[src/rtl/cacheline_arb_pkg.sv]
// cacheline_arb_pkg: state encoding and sizing helpers shared by the cacheline arbiter adaptor
package cacheline_arb_pkg;
  typedef enum logic [1:0] {IDLE, READ, WRITE, DONE} state_t;
  function automatic int beats(input int line_w, input int burst_w);
    return line_w / burst_w;
  endfunction
  function automatic int cnt_w(input int n);
    return (n > 1) ? $clog2(n) : 1;
  endfunction
endpackage

[src/rtl/rr_arbiter.sv]
// rr_arbiter: combinational round-robin pick of the first requester after the last grant
module rr_arbiter
  import cacheline_arb_pkg::*;
#(
  parameter int NUM_CH = 2,
  parameter int IW = cnt_w(NUM_CH)
) (
  input  logic [NUM_CH-1:0] req,
  input  logic [IW-1:0]     last,
  output logic [NUM_CH-1:0] grant,
  output logic [IW-1:0]     idx,
  output logic              valid
);
  always_comb begin
    grant = '0;
    idx = '0;
    valid = 1'b0;
    for (int i = 1; i <= NUM_CH; i++) begin
      if (!valid && req[(int'(last) + i) % NUM_CH]) begin
        valid = 1'b1;
        grant[(int'(last) + i) % NUM_CH] = 1'b1;
        idx = IW'((int'(last) + i) % NUM_CH);
      end
    end
  end
endmodule

[src/rtl/cacheline_arbiter_adaptor.sv]
// cacheline_arbiter_adaptor: round-robin shares one burst memory port among NUM_CH line requesters
module cacheline_arbiter_adaptor
  import cacheline_arb_pkg::*;
#(
  parameter int NUM_CH = 2,
  parameter int LINE_W = 256,
  parameter int BURST_W = 64,
  parameter int ADDR_W = 32
) (
  input  logic                     clk,
  input  logic                     reset_n,
  input  logic [NUM_CH-1:0]        read_i,
  input  logic [NUM_CH-1:0]        write_i,
  input  logic [NUM_CH*ADDR_W-1:0] address_i,
  input  logic [NUM_CH*LINE_W-1:0] line_i,
  output logic [LINE_W-1:0]        line_o,
  output logic [NUM_CH-1:0]        resp_o,
  input  logic [BURST_W-1:0]       burst_i,
  output logic [BURST_W-1:0]       burst_o,
  output logic [ADDR_W-1:0]        address_o,
  output logic                     read_o,
  output logic                     write_o,
  input  logic                     resp_i
);
  localparam int BEATS = beats(LINE_W, BURST_W);
  localparam int BW = cnt_w(BEATS);
  localparam int IW = cnt_w(NUM_CH);
  localparam logic [ADDR_W-1:0] AMASK = ~ADDR_W'(LINE_W / 8 - 1);
  if (LINE_W % BURST_W != 0) begin : g_bad_width
    $error("LINE_W must be a multiple of BURST_W");
  end
  state_t state, nxt;
  logic [IW-1:0] last_grant, gidx;
  logic [NUM_CH-1:0] req, gnt, owner;
  logic gvalid, last_beat;
  logic [BW-1:0] beat;
  logic [ADDR_W-1:0] addr;
  logic [LINE_W-1:0] wline, rbuf, nbuf;
  assign req = read_i | write_i;
  rr_arbiter #(.NUM_CH(NUM_CH), .IW(IW)) u_arb (
    .req(req),
    .last(last_grant),
    .grant(gnt),
    .idx(gidx),
    .valid(gvalid)
  );
  assign last_beat = resp_i && beat == BW'(BEATS - 1);
  always_comb begin
    nbuf = rbuf;
    nbuf[beat*BURST_W +: BURST_W] = burst_i;
    nxt = state == IDLE ? (gvalid ? (write_i[gidx] ? WRITE : READ) : IDLE)
        : state == DONE ? IDLE
        : last_beat ? DONE : state;
  end
  assign read_o = state == READ;
  assign write_o = state == WRITE;
  assign address_o = addr;
  assign burst_o = write_o ? wline[beat*BURST_W +: BURST_W] : '0;
  assign resp_o = state == DONE ? owner : '0;
  // line_o takes the completed line on the last beat so it is valid alongside resp_o
  always_ff @(posedge clk or negedge reset_n) begin
    if (!reset_n) begin
      state <= IDLE;
      last_grant <= IW'(NUM_CH - 1);
      owner <= '0;
      beat <= '0;
      addr <= '0;
      wline <= '0;
      rbuf <= '0;
      line_o <= '0;
    end else begin
      state <= nxt;
      if (state == IDLE && gvalid) begin
        owner <= gnt;
        last_grant <= gidx;
        beat <= '0;
        addr <= address_i[gidx*ADDR_W +: ADDR_W] & AMASK;
        if (write_i[gidx]) wline <= line_i[gidx*LINE_W +: LINE_W];
      end else if ((state == READ || state == WRITE) && resp_i) begin
        beat <= beat + BW'(1);
        if (state == READ) rbuf <= nbuf;
        if (state == READ && last_beat) line_o <= nbuf;
      end
    end
  end
endmodule

[config.mk]
export PLATFORM = sky130hd
export DESIGN_NAME = cacheline_arbiter_adaptor
export DESIGN_NICKNAME = d
export VERILOG_FILES = /design/src/rtl/cacheline_arb_pkg.sv /design/src/rtl/rr_arbiter.sv /design/src/rtl/cacheline_arbiter_adaptor.sv
export SDC_FILE = /design/constraint.sdc
export NUM_CORES = 2
export LEC_CHECK = 0
export CAP_MARGIN = 5
export CORE_AREA = 4 4 388 390
export CTS_CLUSTER_DIAMETER = 40
export DETAILED_ROUTE_END_ITERATION = 6
export DIE_AREA = 0 0 392 394
export HOLD_SLACK_MARGIN = 0.12
export SLEW_MARGIN = 30
export SYNTH_ARGS = -nofsm -noshare
export SYNTH_HDL_FRONTEND = slang
export SYNTH_SLANG_ARGS = --single-unit
[constraint.sdc]
create_clock -name clk -period 3.8 [get_ports clk]
set_input_delay 0.76 -clock clk [delete_from_list [all_inputs] [get_ports clk]]
set_output_delay 0.76 -clock clk [all_outputs]
set_load 0.02 [all_outputs]
# After elaboration in Yosys (flattened, before gate mapping)
# Index checks and enable logic that the tools add are counted.
# op_classes
bitwise	5
order_cmp	5
shifts	5
n_reduce_logical	15
addsub	4
eq_ne	4
n_mux	28
# ops
cell	n
variable part select 512 x 10 -> 256 bit	1
bitwise mux 256 bit	1
variable shift 64 x 34 -> 256 bit (first input constant)	1
variable part select 256 x 9 -> 64 bit	1
variable part select 64 x 34 -> 256 bit	1
2-to-1 mux 64 bit	1
variable part select 64 x 7 -> 32 bit	1
negator 8 -> 34 bit	1
2-to-1 mux 2 bit	10
2-to-1 mux 1 bit	14
logical AND 1 bit	7
== test 2 bit (second input constant)	3
less-than comparator 2 x 3 -> 1 bit (second input constant)	2
AND reduction 3 bit	2
>= comparator 2 x 1 -> 1 bit (second input constant)	2
OR 2 bit	2
nonzero test 3 bit	1
adder 1 bit (second input constant)	2
adder 2 x 1 -> 2 bit (second input constant)	1
bitwise AND 1 bit (first input constant)	2
demux 1 bit (select 1 bit)	2
== test 2 x 1 -> 1 bit (second input constant)	1
zero test 2 bit	1
less-than comparator 1 x 2 -> 1 bit (second input constant)	1
other kinds (5)	5
# totals
regBits	802
word_cells	74
out_inout_bits	356
input_bits	647

# Longest topological paths before layout
# logic_depth
word_depth	14
ltp_mapped	11
depth_no_buf	6

# Hierarchy
# A second synthesis with hierarchy kept.
# hier_totals
cells_unflattened	3343
area_unflattened_um2	35340.1
# modules_own_cells
module	seq_area_each_um2	cells_per_inst	n_inst	area_per_inst_um2
cacheline_arbiter_adaptor	18469.0	3338	1	35307.6
rr_arbiter	0.0	5	1	32.5

# Worst setup path after synthesis
# No wires, ideal clock.
# synth_timing
path_kind	register to register
startpoint	register beat[1]
endpoint	register line_o[87]
period_less_slack_ns	2.748
n_path_buf	3
path_stages_with_launch	10
setup_slack_ns	1.052
t_arrival_ns	2.670
setup_ns	0.078
required_time_ns	3.722
path_cell_list	dfrtp_1 > clkbuf_1 > clkbuf_1 > inv_1 > ha_1 > nand2b_1 > nor4_4 > clkbuf_1 > a221oi_2 > a21oi_1
# synth_via
elab_chain_cells	4
word_cells_on_any_way	8
cone_classes	add/sub (1); eq/ne (1); shift (2); mux (1); reduce/logical (3)
# synth_rtl
item	line	text
start: declaration	cacheline_arbiter_adaptor.sv:36	logic [BW-1:0] beat;
start signal: assignment	cacheline_arbiter_adaptor.sv:80	beat <= beat + BW'(1);
branches (longest 4 deep; another with negator 8 -> 34 bit)	-	
end signal: assignment	cacheline_arbiter_adaptor.sv:82	if (state == READ && last_beat) line_o <= nbuf;
end: declaration	cacheline_arbiter_adaptor.sv:16	output logic [LINE_W-1:0] line_o,
# Parallel ways; which one is timed is not known.
# A chain may end at the register's enable or synchronous reset.

# Final worst setup path
# layout_timing
startpoint	register beat[1]
endpoint	output port burst_o[59]
# layout_via
elab_chain_cells	2
# layout_rtl
item	line	text
variable part select 256 x 9 -> 64 bit	cacheline_arbiter_adaptor.sv:58	assign burst_o = write_o ? wline[beat*BURST_W +: BURST_W] : '0;
2-to-1 mux 64 bit	cacheline_arbiter_adaptor.sv:58	
end: declaration	cacheline_arbiter_adaptor.sv:19	output logic [BURST_W-1:0] burst_o,
# Every way passes these cells.

==> summary.md <==
| Metric | Value |
|---|---|
| Outcome | finished clean |
| Input/output buffers | 987 |
| WS Path Type | flip-flop to primary output |
| Crit path max-delay family | buffers and inverters |
| Routed WL per cell | 24.4 um |
| CP bufs+invs | 2 |
| Max VDD drop | 0.000312 V |
| I/O Pins | 1003 |
| CTS Buf Count | between 100 and 150 |
| Overall die area | 154000 um2 |
| Largest net degree at the start of global routing | about 180 |
| Sequential Area | between 20000 and 25000 um2 |
| CTS tree | done |
| Total grt overflow | 0 |
| Gate count after technology mapping | 3346 |
| Critical path, cell by cell | buf_12 -> mux4_2 -> and2_1 -> clkdlybuf4s50_1 |
| Vias in the first global route | 30300 |
| Final #Nets | 4891 |
| Final slew viol count | 0 |
| Crit path max fanout | 37 |
| DR vias/cell | 4.76 |
| Worst path max stage delay | 0.62 ns |
| Worst slew pin tran | about 0.86 ns |
| Finished Cell Area | 53200 um2 |
| Relative slew slack | 42.4% |
| Vias | about 30000 |
| DP Area | about 48000 um2 |
| DIE HEIGHT | about 390 um |
| Root Driver | clkbuf_16 |
| Final Hold Vio Count | 0 |
| Worst skew pair latency | ~0.7 ns |
| RSZ-0062 raised after global routing | false |
| Setup TNS | 0 ns |
| WL final | 154 mm |
| Max-cap violation count | 0 |
| Peak Freq | 274 MHz |
| CTS max path bufs | 3 |
| Async set-reset flop share out of synthesis | 100% |
| Register bit total from synthesis | 802 |
| Leakage power total | 23.1 nW |
| Row Count | 141 |
| Origin of the critical flop-to-flop path | beat[0] |
| Layout cell share with drive strength beyond 1 | 10.4% |
| Final ANT Viol Nets | 0 |
| Number of remaining DRC errors | 0 |
| P_sw | 11.8 mW |
| Ys flop type | dfrtp_1 |
| Int Pwr | 23.3 mW |
| Min Tclk post-route | 3.65 ns |
| Overall Global Routing Usage | 19.4% |
| Arr. time, crit path | approximately 2.9 ns |
| Setup skew after layout | 0.0285 ns |
| Largest area contributor in the netlist | dfrtp_1 |
| Critical path origin | beat[1] |
| Post_cts resized | 0 |
| Initial antenna violation count | 80 |
| Synth top area share | 55.1% |
| Combinational power share | 31.0% |
| Top post-synthesis cells by area | dfrtp_1 (55%), mux2i_1 (7.8%), o21ai_0 (6.7%) |
| Seq/Total Area, Yosys | a little under three fifths |
| Worst-path clk slew | 0.05 ns |
| Net Sw Frac | between 30% and 40% |
| Fill count | 14800 |
| CORE AREA | 147000 um2 |
| Placed Cells | 6023 |
| Post-synth EDFFs | 0 |
| Clock sink count | around 800 |
| Ys Warns | 0 |
| Die width | between 300 and 400 um |
| Part of the power in registers | 34.0% |
| Type of origin of the critical path | flip-flop |
| First DRT Iteration DRCs | 2126 |
| HPWL after detailed placement | 113 mm |
| Hold_ws | about 0.47 ns |
| Worst setup EP type | primary output |
| Layout Utilization | 36.1% |
| Hold/Removal Path Class | flip-flop to flip-flop |
| Count of cell types in the netlist | 41 |
| Hold path start | wline[238] |
| Synth-to-Final Area Change | 46.2% |
| GPL Wtd Cong | between 0.8 and 0.9 |
| Fin crit share | 95.9% |
| Syn avg cell area | ~11 um2 |
| First-pass DRT Iterations | 5 |
| Global-route wire length before repair | 219 mm |
| Non-filler cells, final | 6309 |
| Final Setup Violations | 0 |
| Clock share of power | 35.0% |
| Multi-input logic area | between 10000 and 15000 um2 |
| H-tree levels | 4 |
| Pwr Density | 659 nW/um2 |
| Crit path max-delay cell type | dfrtp_4 |
| Starting Density | 24.7% |
| Required time worst endpoint | approximately 3 ns |
| Mapped cell area | 36400 um2 |
-- cell usage in the layout (no fill, tap or decap), types with 23 or more instances in the layout --
| cell type | synthesis | layout |
|---|---|---|
| a21oi_1 | 172 | 172 |
| buf_12 | 0 | 36 |
| clkdlybuf4s50_1 | 0 | 986 |
| buf_4 | 6 | 70 |
| mux4_2 | 64 | 64 |
| nor2b_1 | 128 | 128 |
| clkbuf_16 | 0 | 137 |
| clkinv_2 | 0 | 23 |
| mux2i_1 | 283 | 283 |
| diode_2 | 0 | 32 |
| and2_1 | 72 | 68 |
| nand2_1 | 511 | 507 |
| o21ai_0 | 490 | 490 |
| dfrtp_1 | 801 | 799 |
| a22o_1 | 257 | 257 |
| a22oi_1 | 90 | 90 |
| inv_1 | 42 | 40 |
-- tightest hold or removal path, cell delays in order (launching register included) --
cell and delay, ns:
dfrtp_1 0.33, nand2_1 0.04, o21ai_0 0.06
-- repair_timing --
item / in CTS / in global routing
hold buffers: 1 / 0
setup endpoints to repair: 55 / 0
endpoints found under the hold margin: 1 / 0
buffers inserted: 3 / 0
-- power groups by stage --
| stage | Combinational [mW] | Sequential (mW) | Clock (mW) |
|---|---|---|---|
| floorplan | 6.09 | 12.1 | 0 |
| global placement | 10.7 | 12.0 | 0 |
| detailed placement | 10.9 | 12.0 | 0 |
| CTS | 11.0 | 11.9 | 12.5 |
| global route | 11.9 | 12.1 | 12.9 |
| finish | 10.9 | 11.9 | 12.3 |
-- synth_stat cells, types with 2 or more instances --
library cell  count
a21oi_1         172
a221oi_1         22
a221oi_2         14
a22o_1          257
a22oi_1          90
and2_1           72
buf_1            16
buf_2           156
buf_4             6
buf_6            14
clkbuf_1        157
dfrtp_1         801
ha_1              9
inv_1            42
mux2i_1         283
mux4_2           64
nand2_1         511
nand2b_1          3
nor2_1            2
nor2b_1         128
nor4_4            2
o21ai_0         490
o21ai_1          16
or2_2             2
-- stage by stage --
| step | setup slack (ns) | total power, mW |
|---|---|---|
| global route | 0.0307 | 36.9 |
| global placement | 0.524 | 22.7 |
| finish | 0.155 | 35.0 |
| floorplan | 1.05 | 18.2 |
| detailed placement | 0.471 | 22.9 |
| CTS | 0.0296 | 35.4 |
-- logic make-up after synthesis --
logic type / Yosys count / synth area share (%)
AO/OA/AOI/OAI: 1067 / 18.7
adder cells (fa/ha/maj): 9 / 0.310
AND/OR/NAND/NOR: 727 / 9.07
multiplexers: 347 / 11.8
flip-flops: 802 / 55.2
XOR/XNOR: 1 / 0.0241
buffers and inverters: 392 / 4.93
other: 1 / 0.0103
-- layer usage --
metal,track usage (%),vias up,routed length [um]
met5,0,-,172
met4,6.39,26,4990
met3,6.25,271,13800
met2,32.5,1217,74700
met1,23.4,14800,60000
li1,-,13700,-
-- registers in the layout (all words and copies together), names as in the netlist --
signal      count
wline         256
last_grant      1
address_o      27
rbuf          256
line_o        256
state           2
owner           2
beat            2
-- cell type report --
type                    count  share of cell area (%)
multi-input cells        2156                    27.5
clock inverters            88                    1.82
flip-flops and latches    802                    37.8
diodes                     32                   0.151
inverters                  43                   0.311
well taps                1930                    4.54
clock buffers             161                    6.84
repair buffers           1097                    21.1
-- worst paths after layout --
path	endpoint	slack, ns	cells after the start
min in group asynchronous	line_o[30]	0.49	2
max in group asynchronous	wline[126]	2.09	4
hold / removal	wline[238]	0.47	2
setup / recovery	burst_o[59]	0.15	4
hold reg to reg	wline[238]	0.47	2
setup reg to reg	rbuf[13]	0.83	8
(Power assumes the default switching activity.)
